**config.mk**
```make
export PLATFORM = sky130hd
export DESIGN_NAME = speed_controller_mc
export DESIGN_NICKNAME = d
export VERILOG_FILES = /design/src/rtl/speed_controller_mc.sv
export SDC_FILE = /design/constraint.sdc
export NUM_CORES = 1
export LEC_CHECK = 0
export CORE_MARGIN = 3
export CORE_UTILIZATION = 32
export DETAILED_ROUTE_END_ITERATION = 16
export SLEW_MARGIN = 25
export SYNTH_ARGS = -nofsm -noshare
export SYNTH_HDL_FRONTEND = slang
export SYNTH_SLANG_ARGS = --single-unit
export TNS_END_PERCENT = 20
```
**constraint.sdc**
```tcl
create_clock -name CLK -period 2.67 [get_ports CLK]
set_input_delay 0.534 -clock CLK [delete_from_list [all_inputs] [get_ports CLK]]
set_output_delay 0.534 -clock CLK [all_outputs]
set_load 0.005 [all_outputs]
```
**src/rtl/speed_controller_mc.sv**
```systemverilog
// speed_controller_mc -- multi-channel motor speed controller.
// Per channel: duty-cycle PWM drive and shaft-speed measurement by counting
// encoder rising edges over a shared gate window. Single system clock; the
// PWM rate comes from an internal prescaler.
// Optional stall detection is compiled in by defining SPEEDCTL_STALL_DETECT_EN;
// without it Stall is constant 0 and PWM is never forced off.

module speed_controller_mc #(
   parameter int CHANNELS      = 2,
   parameter int DUTY_W        = 8,
   parameter int RATE_W        = 8,
   parameter int PWM_DIV       = 10,
   parameter int GATE_CYCLES   = 5120,
   parameter int STALL_WINDOWS = 4
) (
   input  logic                       CLK,
   input  logic                       RST_n,
   input  logic [CHANNELS*DUTY_W-1:0] Duty_In,
   input  logic [CHANNELS-1:0]        AngularEncoder,
   output logic [CHANNELS-1:0]        PWM_Out,
   output logic [CHANNELS*RATE_W-1:0] Rate,
   output logic                       Rate_Valid,
   output logic [CHANNELS-1:0]        Stall
);

   // ------------------------------------------------------------------
   // Parameter legality (elaboration time only)
   // ------------------------------------------------------------------
   if (PWM_DIV < 1) begin : g_chk_pwm_div
      $error("speed_controller_mc: PWM_DIV must be >= 1");
   end
   if (GATE_CYCLES < 2) begin : g_chk_gate
      $error("speed_controller_mc: GATE_CYCLES must be >= 2");
   end
   if (STALL_WINDOWS < 1) begin : g_chk_stall
      $error("speed_controller_mc: STALL_WINDOWS must be >= 1");
   end

   // ------------------------------------------------------------------
   // Derived constants
   // ------------------------------------------------------------------
   localparam int PRE_W  = (PWM_DIV > 1) ? $clog2(PWM_DIV) : 1;
   localparam int GATE_W = $clog2(GATE_CYCLES);

   localparam logic [PRE_W-1:0]  PRE_LAST  = PRE_W'(PWM_DIV - 1);
   localparam logic [GATE_W-1:0] GATE_LAST = GATE_W'(GATE_CYCLES - 1);
   // PWM counter tops out at 2^DUTY_W-2 so that duty 2^DUTY_W-1 is always high
   localparam logic [DUTY_W-1:0] PWM_LAST  = {{(DUTY_W-1){1'b1}}, 1'b0};
   localparam logic [RATE_W-1:0] RATE_MAX  = '1;

   // ------------------------------------------------------------------
   // Declarations
   // ------------------------------------------------------------------
   // PWM timebase
   logic [PRE_W-1:0]    r_pwm_pre;
   logic [DUTY_W-1:0]   r_pwm_cnt;
   logic                w_pwm_step;
   logic                w_period_start;

   // Per-channel PWM
   logic [DUTY_W-1:0]   w_duty_in [CHANNELS];
   logic [DUTY_W-1:0]   r_duty    [CHANNELS];
   logic [CHANNELS-1:0] r_pwm_out;
   logic [CHANNELS-1:0] w_force_off;

   // Encoder front end
   logic [CHANNELS-1:0] r_enc_s1;
   logic [CHANNELS-1:0] r_enc_s2;
   logic [CHANNELS-1:0] r_enc_prev;
   logic [CHANNELS-1:0] r_enc_edge;

   // Rate measurement
   logic [GATE_W-1:0]   r_gate;
   logic                w_gate_last;
   logic [RATE_W-1:0]   r_edge_cnt   [CHANNELS];
   logic [RATE_W-1:0]   w_count_next [CHANNELS];
   logic [RATE_W-1:0]   r_rate       [CHANNELS];
   logic                r_rate_valid;

   // ------------------------------------------------------------------
   // Bus packing
   // ------------------------------------------------------------------
   for (genvar g = 0; g < CHANNELS; g++) begin : g_pack
      assign w_duty_in[g]              = Duty_In[g*DUTY_W +: DUTY_W];
      assign Rate[g*RATE_W +: RATE_W]  = r_rate[g];
   end

   // ------------------------------------------------------------------
   // PWM timebase
   // ------------------------------------------------------------------
   assign w_pwm_step     = (r_pwm_pre == PRE_LAST);
   // The step that wraps the counter back to 0 begins a new period
   assign w_period_start = w_pwm_step && (r_pwm_cnt == PWM_LAST);

   // Prescaler: one PWM step every PWM_DIV clocks
   // NOTE: sequential state is assigned with non-blocking (<=) so every flop samples pre-edge values regardless of block ordering.
   always_ff @(posedge CLK or negedge RST_n) begin
      if (!RST_n)          r_pwm_pre <= '0;
      else if (w_pwm_step) r_pwm_pre <= '0;
      else                 r_pwm_pre <= r_pwm_pre + PRE_W'(1);
   end

   // Shared PWM counter: 0 .. 2^DUTY_W-2, advances on each step
   always_ff @(posedge CLK or negedge RST_n) begin
      if (!RST_n) begin
         r_pwm_cnt <= '0;
      end else if (w_pwm_step) begin
         if (r_pwm_cnt == PWM_LAST) r_pwm_cnt <= '0;
         else                       r_pwm_cnt <= r_pwm_cnt + DUTY_W'(1);
      end
   end

   // ------------------------------------------------------------------
   // Per-channel PWM
   // ------------------------------------------------------------------
   // Duty latch: sampled only as a period starts so mid-period changes wait
   // NOTE: r_duty is a small per-channel flop array rather than a RAM, so it takes the async reset like any other register.
   always_ff @(posedge CLK or negedge RST_n) begin
      if (!RST_n) begin
         for (int i = 0; i < CHANNELS; i++) r_duty[i] <= '0;
      end else if (w_period_start) begin
         for (int i = 0; i < CHANNELS; i++) r_duty[i] <= w_duty_in[i];
      end
   end

   // Registered compare; a stalled channel is held low
   always_ff @(posedge CLK or negedge RST_n) begin
      if (!RST_n) begin
         r_pwm_out <= '0;
      end else begin
         for (int i = 0; i < CHANNELS; i++)
            r_pwm_out[i] <= (r_pwm_cnt < r_duty[i]) && !w_force_off[i];
      end
   end

   // ------------------------------------------------------------------
   // Encoder front end
   // ------------------------------------------------------------------
   // Two-flop synchronizer followed by a registered rising-edge detect
   always_ff @(posedge CLK or negedge RST_n) begin
      if (!RST_n) begin
         r_enc_s1   <= '0;
         r_enc_s2   <= '0;
         r_enc_prev <= '0;
         r_enc_edge <= '0;
      end else begin
         r_enc_s1   <= AngularEncoder;
         r_enc_s2   <= r_enc_s1;
         r_enc_prev <= r_enc_s2;
         r_enc_edge <= r_enc_s2 & ~r_enc_prev;
      end
   end

   // ------------------------------------------------------------------
   // Rate measurement
   // ------------------------------------------------------------------
   assign w_gate_last = (r_gate == GATE_LAST);

   // Edge count including this cycle's edge, saturating at RATE_MAX
   // NOTE: each always_comb output is given a default before any condition, so no path leaves it unassigned and no latch is inferred.
   always_comb begin
      for (int i = 0; i < CHANNELS; i++) begin
         w_count_next[i] = r_edge_cnt[i];
         if (r_enc_edge[i] && (r_edge_cnt[i] != RATE_MAX))
            w_count_next[i] = r_edge_cnt[i] + RATE_W'(1);
      end
   end

   // Gate window counter: 0 .. GATE_CYCLES-1
   always_ff @(posedge CLK or negedge RST_n) begin
      if (!RST_n)           r_gate <= '0;
      else if (w_gate_last) r_gate <= '0;
      else                  r_gate <= r_gate + GATE_W'(1);
   end

   // Edge counters restart each window; the last cycle's edge goes into Rate
   always_ff @(posedge CLK or negedge RST_n) begin
      if (!RST_n) begin
         for (int i = 0; i < CHANNELS; i++) begin
            r_edge_cnt[i] <= '0;
            r_rate[i]     <= '0;
         end
      end else begin
         for (int i = 0; i < CHANNELS; i++) begin
            if (w_gate_last) begin
               r_edge_cnt[i] <= '0;
               r_rate[i]     <= w_count_next[i];
            end else begin
               r_edge_cnt[i] <= w_count_next[i];
            end
         end
      end
   end

   // Rate_Valid pulses together with the new Rate
   always_ff @(posedge CLK or negedge RST_n) begin
      if (!RST_n) r_rate_valid <= 1'b0;
      else        r_rate_valid <= w_gate_last;
   end

   // ------------------------------------------------------------------
   // Stall detection
   // ------------------------------------------------------------------
`ifdef SPEEDCTL_STALL_DETECT_EN
   localparam int STALL_W = $clog2(STALL_WINDOWS + 1);
   localparam logic [STALL_W-1:0] STALL_MAX = STALL_W'(STALL_WINDOWS);

   logic [STALL_W-1:0]  r_stall_cnt      [CHANNELS];
   logic [STALL_W-1:0]  w_stall_cnt_next [CHANNELS];
   logic [CHANNELS-1:0] w_stall_clear;
   logic [CHANNELS-1:0] r_stall;

   // Consecutive idle-while-driven windows; cleared by a zero-duty period start
   always_comb begin
      for (int i = 0; i < CHANNELS; i++) begin
         w_stall_clear[i]    = w_period_start && (w_duty_in[i] == '0);
         w_stall_cnt_next[i] = r_stall_cnt[i];
         if (w_stall_clear[i]) begin
            w_stall_cnt_next[i] = '0;
         end else if (w_gate_last) begin
            if ((w_count_next[i] == '0) && (r_duty[i] != '0)) begin
               if (r_stall_cnt[i] != STALL_MAX)
                  w_stall_cnt_next[i] = r_stall_cnt[i] + STALL_W'(1);
            end else begin
               w_stall_cnt_next[i] = '0;
            end
         end
      end
   end

   // Stall flag sets with the Rate update that completes the idle run
   always_ff @(posedge CLK or negedge RST_n) begin
      if (!RST_n) begin
         for (int i = 0; i < CHANNELS; i++) r_stall_cnt[i] <= '0;
         r_stall <= '0;
      end else begin
         for (int i = 0; i < CHANNELS; i++) begin
            r_stall_cnt[i] <= w_stall_cnt_next[i];
            if (w_stall_clear[i])
               r_stall[i] <= 1'b0;
            else if (w_gate_last && (w_stall_cnt_next[i] == STALL_MAX))
               r_stall[i] <= 1'b1;
         end
      end
   end

   assign w_force_off = r_stall;
   assign Stall       = r_stall;
`else
   assign w_force_off = '0;
   assign Stall       = '0;
`endif

   // ------------------------------------------------------------------
   // Outputs
   // ------------------------------------------------------------------
   assign PWM_Out    = r_pwm_out;
   assign Rate_Valid = r_rate_valid;

endmodule

```
* After elaboration in Yosys (flattened, before gate mapping)
Index checks and enable logic that the tools add are counted.
** Cells by class
- Add/subtract/negate cells :: 5
- Order comparisons :: 2
- Equality and inequality tests :: 5
- Mux-type cells :: 7
- Bitwise gates (word level) :: 2
- Reductions and logical operators :: 3
** Operator list (count)
- $mux W8 :: 5
- $add A8 B1 Y8 const B :: 3
- $lt A8 B8 Y1 :: 2
- $ne A8 B8 Y1 const B :: 2
- $add A13 B1 Y13 const B :: 1
- $eq A13 B13 Y1 const B :: 1
- $mux W13 :: 1
- $eq A8 B8 Y1 const B :: 1
- $add A4 B1 Y4 const B :: 1
- $eq A4 B4 Y1 const B :: 1
- $mux W4 :: 1
- $logic_and A1 B1 Y1 :: 3
- $and A2 B2 Y2 :: 1
- $not A2 Y2 :: 1
** Word-level totals
- Register bits :: 84
- Output and inout port bits :: 21
- Logic and storage cells :: 39

* Depth between registers and ports, before layout
- Word-level depth :: 4
- Gate-level depth with buffers :: 6
- Depth with buffers taken out :: 6

* Least setup slack after synthesis
No wires, ideal clock.
- Path kind :: register to register
- Start point :: register r_pwm_cnt[3]
- End point :: register r_duty[0] (netlist bit)
- Library setup time :: 0.125 ns
- Arrival :: 1.515 ns
- Data required time :: 2.545 ns
- Path slack :: 1.030 ns
- Stages on the path, launching flop included :: 6
- Buffers on the path :: 1
- Clock period less this slack :: 1.640 ns
- Cell sequence :: dfrtp_1 and4_1 nand4_1 nor2_1 buf_4 mux2_2
** Between the ends
- Cells in the longest elaborated chain, start to end :: 2
** Ends and longest elaborated chain
- from (decl) :: RTL line 56 : logic [DUTY_W-1:0] r_pwm_cnt;
- from (signal assigned) :: RTL line 109 : else r_pwm_cnt <= r_pwm_cnt + DUTY_W'(1);
- $eq A8 B8 Y1 :: RTL line 93 : assign w_period_start = w_pwm_step && (r_pwm_cnt == PWM_LAST);
- $logic_and A1 B1 Y1 :: RTL line 93
- to (decl) :: RTL line 62 : logic [DUTY_W-1:0] r_duty [CHANNELS];
No other way between the ends.
A chain may end at the register's enable or synchronous reset.

* Worst setup path after layout
- Start point :: register r_gate[0]
- End point :: register r_rate, in the netlist Rate[13]
** Between the ends
- Cells in the longest elaborated chain, start to end :: 1
** Ends and longest elaborated chain
- from (decl) :: RTL line 73 : logic [GATE_W-1:0] r_gate;
- from (signal assigned) :: RTL line 173 : else r_gate <= r_gate + GATE_W'(1);
- $eq A13 B13 Y1 :: RTL line 157 : assign w_gate_last = (r_gate == GATE_LAST);
- to (signal, indexed assignment) :: RTL line 187 : r_rate[i] <= w_count_next[i];
- to (decl) :: RTL line 77 : logic [RATE_W-1:0] r_rate [CHANNELS];
No other way between the ends.

==> results.py <==
metrics = {
    "run_status": {
        "status": "completed",
    },
    "power": {
        "combinationalPowerShare": 0.096,
        "cellPowerDensity_nw_per_um2": 624,
        "switching_share": 0.247,
        "ir_worst_vdd_uv": 256,
        "p_leak_nw": 2.16,
        "clockPowerShare": 0.408,
        "p_sw_mw": 0.726,
        "p_seq_frac": 0.495,
        "p_int_mw": 2.22,
    },
    "cts": {
        "cts_buffer_depth": 2,
        "cts_tree": "done",
        "cts_resized": 0,
        "clockRootBuffer": "clkbuf_16",
        "post_cts.repair.setup_buffers": 0,
        "htree_num_levels": 3,
        "clk_latency_ns": 0.33,
        "ctsHoldBuffers": 0,
        "cts.clk_slew.worst_paths_ns": 0.06,
        "clock-sinks": 84,
        "numCtsBuffers": 9,
    },
    "synthesis": {
        "ys_seq_area_frac": 0.541,
        "syn_area_per_cell_sq_um": 11.4,
        "synthTopCellsByArea": "dfrtp_1 (54%), mux2_2 (6.4%), ha_1 (6.1%)",
        "synth_warnings": 0,
        "netlist_instances": 340,
        "synth_top_area_cell": "dfrtp_1",
        "netlist.area_leader.share": 0.541,
        "syn_area_sq_um": 3890,
        "synth-edff-count": 0,
        "async_flop_share": 1.00,
        "ys.flop_type": "dfrtp_1",
        "synth_seq_cells": 84,
        "synth_common_cells": "dfrtp_1 (84), inv_1 (28), nor2_1 (27)",
        "yosysMostFrequentCell": "dfrtp_1",
        "synthDistinctLibCells": 30,
    },
    "final_layout": {
        "finalNonFillerCells": 535,
        "nNetsFinal": 426,
        "n_antenna_cell": 0,
        "drive_above_1_share": 0.112,
        "fillCellCount": 1132,
        "area_growth_pct": 21.4,
    },
    "detailed_routing": {
        "wl_per_cell_um": 12.3,
        "vias": 2547,
        "vias_per_cell": 4.76,
        "drc_errors": 0,
        "ant_nets": 0,
        "wl_um": 6560,
        "initialDrtViolationCount": 97,
        "first_pass_iters": 4,
    },
    "placement": {
        "numPortBuffers": 38,
        "preCtsSetupSlack_ns": 0.788,
        "placed_cells": 519,
        "place_congestion": 0.835,
        "hpwl_um": 4680,
    },
    "timing": {
        "fin_skew_ns": 0.00698,
        "clock.fmax_ghz": 0.529,
        "setup-violations-final": 0,
        "post-route-period-util": 0.707,
        "rsz0062_at_grt": "false",
        "slew_violations": 0,
        "period_minus_slack_ns": 1.89,
        "setup_ws_ns": 0.781,
        "hold_violations": 0,
        "fin_setup_tns_ns": 0,
    },
    "floorplan": {
        "start_util": 0.333,
        "ioPinCount": 41,
        "core_sq_um": 11700,
        "die_w_um": 116,
        "die_y_um": 116,
        "row_count": 39,
        "die-area_sq_um": 13500,
    },
    "global_route": {
        "grt_pass1_vias": 2532,
        "grt_pass1_wl_um": 11700,
        "grtUsageTotal": 0.106,
        "grt_overflow": 0,
        "grt_max_degree": 49,
        "antenna_found_initial": 0,
    },
    "critical_path": {
        "critPathMaxFanout": 22,
        "cp-end-kind": "register",
        "cp.arrival_ns": 2.10,
        "cp.required_ns": 2.88,
        "critPathKind": "register to register",
        "worstSetupStartpointType": "register",
    },
    "hold_path": {
        "hp-class": "input pin to asynchronous set/reset pin",
    },
    "run": {
        "drv_cap": 0,
    },
}
==> layout by cell type (no fill, tap or decap), drive strengths merged, types with 4 or more instances in the layout <==
cell type       n
clkbuf         12
nand2          18
a21o            5
a31oi           9
xnor2           7
nand4          10
clkdlybuf4s50  37
and3            8
nand2b          6
mux2           22
and4            4
dfrtp          84
nand3          12
a21oi           8
nor3            4
mux2i          19
nor2b          10
buf             6
o21ai          14
ha             19
nor2           27
inv            28
xor2           10
==> cell type report <==
type / instances / area, sq um / share of cell area
timing repair buffer: 43 / 428 / 0.0906
sequential: 84 / 2100 / 0.445
multi-input combinational: 221 / 1620 / 0.343
tap: 143 / 179 / 0.0379
clock buffer: 12 / 236 / 0.0501
inverter: 28 / 105 / 0.0223
clock inverter: 4 / 50.0 / 0.0106
==> layer usage <==
layer | part of all wire | up-vias | wire length, um | GRT usage
li1 | - | 1268 | - | -
met1 | 0.48 | 1227 | 3130 | 0.139
met2 | 0.47 | 45 | 3120 | 0.173
met3 | 0.041 | 7 | 266 | 0.0363
met4 | 0.0085 | 0 | 56 | 0.0232
met5 | 0 | - | 0 | 0
==> critical path, stage by stage, from the launching register on <==
cell     delay (ns)
dfrtp_1        0.41
ha_1           0.32
nand4_4        0.16
nor3_4         0.21
buf_4          0.30
mux2_2         0.37
==> worst paths after layout <==
| check | startpoint | endpoint | slack, ns | cells past startpoint |
|---|---|---|---|---|
| max reg2reg | r_gate[0] | Rate[13] | 0.78 | 5 |
| min | RST_n | r_edge_cnt[6] | 0.16 | 1 |
| min reg2reg | r_enc_s1[1] | r_enc_s2[1] | 0.35 | 0 |
| min in group CLK | r_enc_s1[1] | r_enc_s2[1] | 0.35 | 0 |
| max in group asynchronous | RST_n | r_duty[13] | 1.90 | 2 |
| max | r_gate[0] | Rate[13] | 0.78 | 5 |
==> state kept, by name (all words and copies together) (netlist names) <==
| name | flops |
|---|---|
| Rate | 16 |
| r_duty | 16 |
| r_edge_cnt | 16 |
| r_gate | 13 |
| r_pwm_cnt | 8 |
| r_pwm_pre | 4 |
| PWM_Out | 2 |
| r_enc_edge | 2 |
| r_enc_prev | 2 |
| r_enc_s1 | 2 |
| r_enc_s2 | 2 |
| Rate_Valid | 1 |
==> cell families (layout without fill, tap and decap cells) <==
logic type | Yosys count | in the layout | share of synthesized area
AND/OR/NAND/NOR | 102 | 102 | 0.141
XOR/XNOR | 17 | 17 | 0.0383
AO/OA/AOI/OAI | 40 | 40 | 0.0615
flip-flops | 84 | 84 | 0.541
adder cells (fa/ha/maj) | 19 | 19 | 0.0612
buffers and inverters | 36 | 87 | 0.0434
other | 1 | 2 | 0.000965
multiplexers | 41 | 41 | 0.113
==> power by group through the flow <==
stage                     Sequential [mW]  Combinational, mW  Clock, mW
after floorplan                      1.46              0.190          0
after global placement               1.48              0.280          0
after detailed placement             1.48              0.292          0
after CTS                            1.46              0.294       1.25
after global routing                 1.47              0.337       1.30
final                                1.46              0.284       1.20
==> metrics by stage <==
stage	total power, mW	instance area (sq um)	utilization	hold WS (ns)
floorplan	1.65	3890	-	0.238
finish	2.94	4720	0.405	0.164
detailed placement	1.77	4430	0.380	0.342
global route	3.11	4720	0.405	0.197
CTS	3.00	4720	0.405	0.183
global placement	1.76	4430	0.380	0.337
(Power assumes the default switching activity.)
